===== src/rtl/stc_pulse_encoder.sv =====
// Pulse-width space-time code transmitter: turns a binary spike time into a PULSE_WIDTH-wide pulse
// at that offset within the gamma cycle, and generates the gamma-cycle boundary strobe.
module stc_pulse_encoder #(
  parameter int GAMMA_CYCLE_WIDTH = 16,
  parameter int GAMMA_LEN         = 256,
  parameter int PULSE_WIDTH       = 8
) (
  input  logic                         aclk,
  input  logic                         grst,
  input  logic [GAMMA_CYCLE_WIDTH-1:0] t_in,
  input  logic                         t_inf,
  input  logic                         t_valid,
  output logic                         t_ready,
  output logic                         y,
  output logic                         gamma_start,
  output logic [GAMMA_CYCLE_WIDTH-1:0] gamma_cnt,
  output logic                         ovf
);

  localparam int W    = GAMMA_CYCLE_WIDTH;
  localparam int PW_W = $clog2(PULSE_WIDTH + 1);

  localparam logic [W-1:0]    CNT_MAX = W'(GAMMA_LEN - 1);
  localparam logic [W-1:0]    CNT_ONE = W'(1);
  localparam logic [W:0]      T_LIMIT = (W + 1)'(GAMMA_LEN - PULSE_WIDTH);
  localparam logic [PW_W-1:0] PW_LAST = PW_W'(PULSE_WIDTH - 1);
  localparam logic [PW_W-1:0] PW_ONE  = PW_W'(1);

  localparam logic [1:0] S_IDLE = 2'd0;
  localparam logic [1:0] S_WAIT = 2'd1;
  localparam logic [1:0] S_FIRE = 2'd2;
  localparam logic [1:0] S_DONE = 2'd3;

  logic            pend_full;
  logic [W-1:0]    pend_t;
  logic            pend_inf;
  logic [1:0]      state;
  logic [W-1:0]    act_t;
  logic [PW_W-1:0] pw_cnt;

  logic            wrap;
  logic            hs;
  logic [W-1:0]    commit_t;
  logic            commit_inf_raw;
  logic            commit_ovf;
  logic            commit_inf;

  assign t_ready     = !pend_full;
  assign gamma_start = (gamma_cnt == '0);
  assign wrap        = (gamma_cnt == CNT_MAX);
  assign hs          = t_valid && t_ready;

  // Value committed at the wrap edge: pending slot first, else a same-edge handshake bypasses
  // the slot, else infinity. Out-of-range finite times are demoted to infinity.
  assign commit_t       = pend_full ? pend_t : t_in;
  assign commit_inf_raw = pend_full ? pend_inf : (hs ? t_inf : 1'b1);
  assign commit_ovf     = !commit_inf_raw && ({1'b0, commit_t} > T_LIMIT);
  assign commit_inf     = commit_inf_raw || commit_ovf;

  always_ff @(posedge aclk) begin
    if (grst) begin
      gamma_cnt <= '0;
      ovf       <= 1'b0;
      pend_full <= 1'b0;
      pend_t    <= '0;
      pend_inf  <= 1'b1;
      state     <= S_IDLE;
      act_t     <= '0;
      pw_cnt    <= '0;
      y         <= 1'b0;
    end else begin
      gamma_cnt <= wrap ? '0 : gamma_cnt + CNT_ONE;
      ovf       <= wrap && commit_ovf;

      if (wrap) begin
        pend_full <= 1'b0;
      end else if (hs) begin
        pend_full <= 1'b1;
        pend_t    <= t_in;
        pend_inf  <= t_inf;
      end

      // y is registered so it rises exactly when gamma_cnt reaches the spike time.
      if (wrap) begin
        act_t <= commit_t;
        if (commit_inf) begin
          state <= S_IDLE;
          y     <= 1'b0;
        end else if (commit_t == '0) begin
          state  <= S_FIRE;
          y      <= 1'b1;
          pw_cnt <= PW_LAST;
        end else begin
          state <= S_WAIT;
          y     <= 1'b0;
        end
      end else begin
        case (state)
          S_WAIT: begin
            if (gamma_cnt == act_t - CNT_ONE) begin
              state  <= S_FIRE;
              y      <= 1'b1;
              pw_cnt <= PW_LAST;
            end
          end
          S_FIRE: begin
            if (pw_cnt == '0) begin
              state <= S_DONE;
              y     <= 1'b0;
            end else begin
              pw_cnt <= pw_cnt - PW_ONE;
            end
          end
          default: begin
          end
        endcase
      end
    end
  end

endmodule


===== config.mk =====
export PLATFORM = sky130hd
export DESIGN_NAME = stc_pulse_encoder
export DESIGN_NICKNAME = d
export VERILOG_FILES = /design/src/rtl/stc_pulse_encoder.sv
export SDC_FILE = /design/constraint.sdc
export NUM_CORES = 1
export LEC_CHECK = 0
export CAP_MARGIN = 30
export CELL_PAD_IN_SITES_DETAIL_PLACEMENT = 1
export CELL_PAD_IN_SITES_GLOBAL_PLACEMENT = 2
export CORE_ASPECT_RATIO = 0.6
export CORE_UTILIZATION = 35
export CTS_BUF_LIST = sky130_fd_sc_hd__clkbuf_16
export DETAILED_ROUTE_END_ITERATION = 8
export GPL_ROUTABILITY_DRIVEN = 0
export PLACE_DENSITY = 0.82
export SYNTH_ARGS = -nofsm -noshare
export SYNTH_HDL_FRONTEND = slang
export SYNTH_SLANG_ARGS = --single-unit

===== constraint.sdc =====
create_clock -name aclk -period 7.5 [get_ports aclk]
set_clock_uncertainty 0.15 [all_clocks]
set_input_delay 1.875 -clock aclk [delete_from_list [all_inputs] [get_ports aclk]]
set_output_delay 1.875 -clock aclk [all_outputs]
set_load 0.05 [all_outputs]

Word level (Yosys, flattened, before mapping)

Cells that the tools add are included.
W data, S select, Z words.

Flip-flop bits (word level): 58
Bits of input ports: 20
Output and inout port bits: 20

Add/sub/neg operators: 3
$lt $le $gt $ge: 1
Eq/ne operators: 9
Multiplexer cells: 21
Bitwise gates (word level): 1
Reductions and logical operators: 14

Operators with widths:

| cell                    | count |
|---|---|
| $logic_not A16 Y1       | 2 |
| $mux W4                 | 5 |
| $add A16 B1 Y16 const B | 1 |
| $eq A16 B16 Y1          | 1 |
| $eq A16 B8 Y1 const B   | 1 |
| $gt A16 B8 Y1 const B   | 1 |
| $mux W16                | 1 |
| $sub A16 B1 Y16 const B | 1 |
| $mux W2                 | 5 |
| $ne A3 B3 Y1 const B    | 3 |
| $pmux W4 S2             | 1 |
| $mux W1                 | 7 |
| $reduce_and A5 Y1       | 1 |
| $logic_not A4 Y1        | 1 |
| $pmux W2 S2             | 1 |
| $sub A4 B1 Y4 const B   | 1 |
| $logic_and A1 B1 Y1     | 3 |
| $reduce_and A3 Y1       | 1 |
| $reduce_bool A3 Y1      | 1 |
| $eq A2 B1 Y1 const B    | 1 |
| $eq A2 B2 Y1 const B    | 1 |
| $logic_not A1 Y1        | 2 |
| $ne A2 B1 Y1 const B    | 1 |
| $ne A2 B2 Y1 const B    | 1 |
| 5 further kinds         | 5 |

Depth between registers and ports, before layout

Depth in word-level cells: 9
Mapped depth: 11
Gate-level depth less buffers: 10

Least setup slack after synthesis

No wires, ideal clock.

Kind: reg2out
From: register gamma_cnt[8]
To: output gamma_start
Data arrival time: 1.821 ns
Required time: 5.475 ns
Path slack: 3.654 ns
Cell stages (with the launch flop): 5
Path through: dfxtp_1 > clkbuf_1 > nor4_1 > nand2_1 > nor2_1

Word-level cells in the longest chain between the ends: 1

Ends and longest elaborated chain:

| what                     | RTL line | text |
|---|---|---|
| start: declaration       | 16       | `output logic [GAMMA_CYCLE_WIDTH-1:0] gamma_cnt,` |
| start signal: assignment | 72       | `gamma_cnt <= wrap ? '0 : gamma_cnt + CNT_ONE;` |
| $logic_not A16 Y1        | 49       | `assign gamma_start = (gamma_cnt == '0);` |
| end: declaration         | 15       | `output logic gamma_start,` |

Every way passes these cells.

Final worst setup path

From: register gamma_cnt[11]
To: output gamma_start

The elaborated chain is that of the path after synthesis.

==> impl_metrics.ini <==
[yosys]
synth_edf_count = 0
netlist_top_cells_area = dfxtp_1 37%, nor2_1 6.1%, nand2_1 5.9%
syn_area_um2 = 3110
synth_cell_types = 50
yosysSeqAreaShare_pct = 37.3
syn_nets = 410
avgSynthCellArea_um2 = 8.06
synth.most_common_cell = dfxtp_1
yosys.area.top_type_share_pct = 37.3
synth-main-ff-cell = dfxtp_1
ys_seq_elements = 58
netlist_instances = 386
yosys.area.top_type = dfxtp_1
yosysWarnings = 0
async_flop_share_pct = 0
synth_common_cells = 58 x dfxtp_1, 51 x nor2_1, 49 x nand2_1

[critical_path]
crit_path_max_fanout = 7
critical_path.top_delay_family = simple AND/OR/NAND/NOR gates
r2r_cells = 8
r2r-start = gamma_cnt[0]
reg2reg_slack_ps = 4580
max_stage_delay_ps = 800
required_ps = 5480
criticalPathCategory = flip-flop to output port
worstSetupStartpoint = gamma_cnt[11]
cpMaxStageDelayCell = clkdlybuf4s50_1
crit_path_cell_trace = nor4_1 -> nand2_1 -> nor2_1 -> clkdlybuf4s50_1
start_kind = flip-flop
endpoint_kind = output port
r2r-end = pend_t[15]
cp.arrival_ps = 2350
cp_num_buf_inv = 1

[power_and_ir_drop]
max-vdd-ir-drop_mv = 0.132
power.density_nw_per_um2 = 193
p_leak_nw = 1.37

[routing]
drc_errors = 0
wl_per_cell_um = 17.1
via_count = 2827
wl_mm = 9.05
first_iter_violations = 140
routed_via_density = 5.33
detail-route-antenna-nets = 0
drtPass1Iterations = 4

[sta]
relSlewSlack_pct = 48.2
clock.fmax_mhz = 229
worst_pin_slew_ps = 774
report.final.slew_viol_count = 0
setup_violations = 0
fin_ws_ps = 3130
finalSetupTns_ps = 0
finalCriticalPeriod_ps = 4370
hold_viol_final = 0
finalCritPeriodShare_pct = 58.3
rsz0062_at_grt = no

[global_route]
antenna_found_initial = 0
grt_overflow = 0
grt_usage_pct = 20.9
grt_max_degree = 44
grt_pass1_vias = 2875
grt_pass1_wl_mm = 14.6

[cells_and_area]
diodes = 0
synthToLayoutAreaGrowth_pct = 22.7
fin_area_um2 = 3820
fin_nets = 441
final_layout_size_suffix_gt1_share_pct = 6.22
fin_util_pct = 44.7

[clock_tree]
htreeDepth = 3
cts_resized = 0
clock_path_buffers = 2
cts_tree = yes
cts_hold_repair.buffers = 0
cts_buffers = 9
clkSinkCount = 58
clkTransAtPathRegs_ps = 50
post_cts_buffers = 0
root_buffer = clkbuf_16
clkLatencyLatePin_ps = 330

[floorplanning]
die_w_um = 124
core_area_um2 = 8560
rows = 26
die_area_um2 = 9290
num_io_pins = 40
die_height_um = 75.1
initial_core_util_pct = 36.4

[placed_design]
dp_slack_ps = 3450
port_buffers = 39
hpwl_mm = 6.41
dpl-instance-area_um2 = 3580

[outcome]
status = complete, no violations

[hold_path]
holdCritStartpoint = pw_cnt[0]
holdPathStages = 1
hold_end = pw_cnt[0]
hold_path.class = flip-flop to flip-flop

[job]
drv_cap = 0
stage by stage:
step	power, mW	hold slack (ps)	cells
after floorplan	0.371	268	386
after global placement	0.398	286	518
after detailed placement	0.400	283	518
after CTS	0.749	296	530
after global routing	0.768	306	530
final	0.737	292	530
worst max path at each step:
stage | to | slack [ps] | depth (start not counted)
3_5_place_dp | pw_cnt[0] | 3450 | 7
4_1_cts | gamma_start | 3110 | 4
3_3_place_gp | pw_cnt[0] | 3550 | 7
6_report | gamma_start | 3130 | 4
5_1_grt | gamma_start | 3020 | 4
2_1_floorplan | gamma_start | 3650 | 4
cells in the final DEF, fill, tap and decap left out, types with 7 or more instances in the layout:
cell type / n
a211oi_1: 17
a21oi_1: 24
and3_1: 7
clkbuf_16: 9
clkdlybuf4s50_1: 39
dfxtp_1: 58
inv_1: 11
mux2i_1: 17
nand2_1: 49
nand3_1: 11
nor2_1: 51
nor3_1: 16
nor4_1: 10
xnor2_1: 21
xor2_1: 14
worst register-to-register path, delay by kind of cell (launching register included):
kind / cells / cell delay, ps
AO/OA/AOI/OAI: 1 / 160
AND/OR/NAND/NOR: 6 / 1900
adder cells (fa/ha/maj): 1 / 220
flip-flops: 1 / 440
layer usage:
metal	track usage (%)	wire [µm]
met5	0	0
met4	6.16	25
met3	5.76	275
met2	33.0	4040
met1	28.0	4710
power by group:
group / internal [mW] / total [mW] / switching [mW]
registers: 0.316 / 0.323 / 0.00704
clock network: 0.212 / 0.343 / 0.131
logic: 0.0289 / 0.0708 / 0.0420
layout make-up:
cell class | instances | area [µm²]
clock buffer | 9 | 225
clock inverter | 3 | 12.5
fill | 1025 | 4730
inverter | 11 | 41.3
multi-input combinational | 295 | 1830
sequential | 58 | 1160
tap | 112 | 140
timing repair buffer | 42 | 413
state kept, by name, summed over array words and instances, names as in the netlist:
| signal | flops |
|---|---|
| y | 1 |
| gamma_cnt | 16 |
| pw_cnt | 4 |
| pend_inf | 1 |
| pend_full | 1 |
| act_t | 16 |
| state | 2 |
| pend_t | 16 |
| ovf | 1 |
cell families (layout without fill, tap and decap cells):
| logic type | count (synthesis) | count (layout) | share of synthesized area (%) |
|---|---|---|---|
| and+or+nand+nor | 175 | 175 | 27.5 |
| AOI/OAI and AO/OA | 63 | 63 | 13.8 |
| DFF | 58 | 58 | 37.3 |
| xor gates and xnor gates | 35 | 35 | 9.85 |
| buffers and inverters | 33 | 65 | 4.14 |
| muxes | 18 | 18 | 5.83 |
| adders and majority gates | 4 | 4 | 1.61 |
Power figures use the tool's default switching activity.
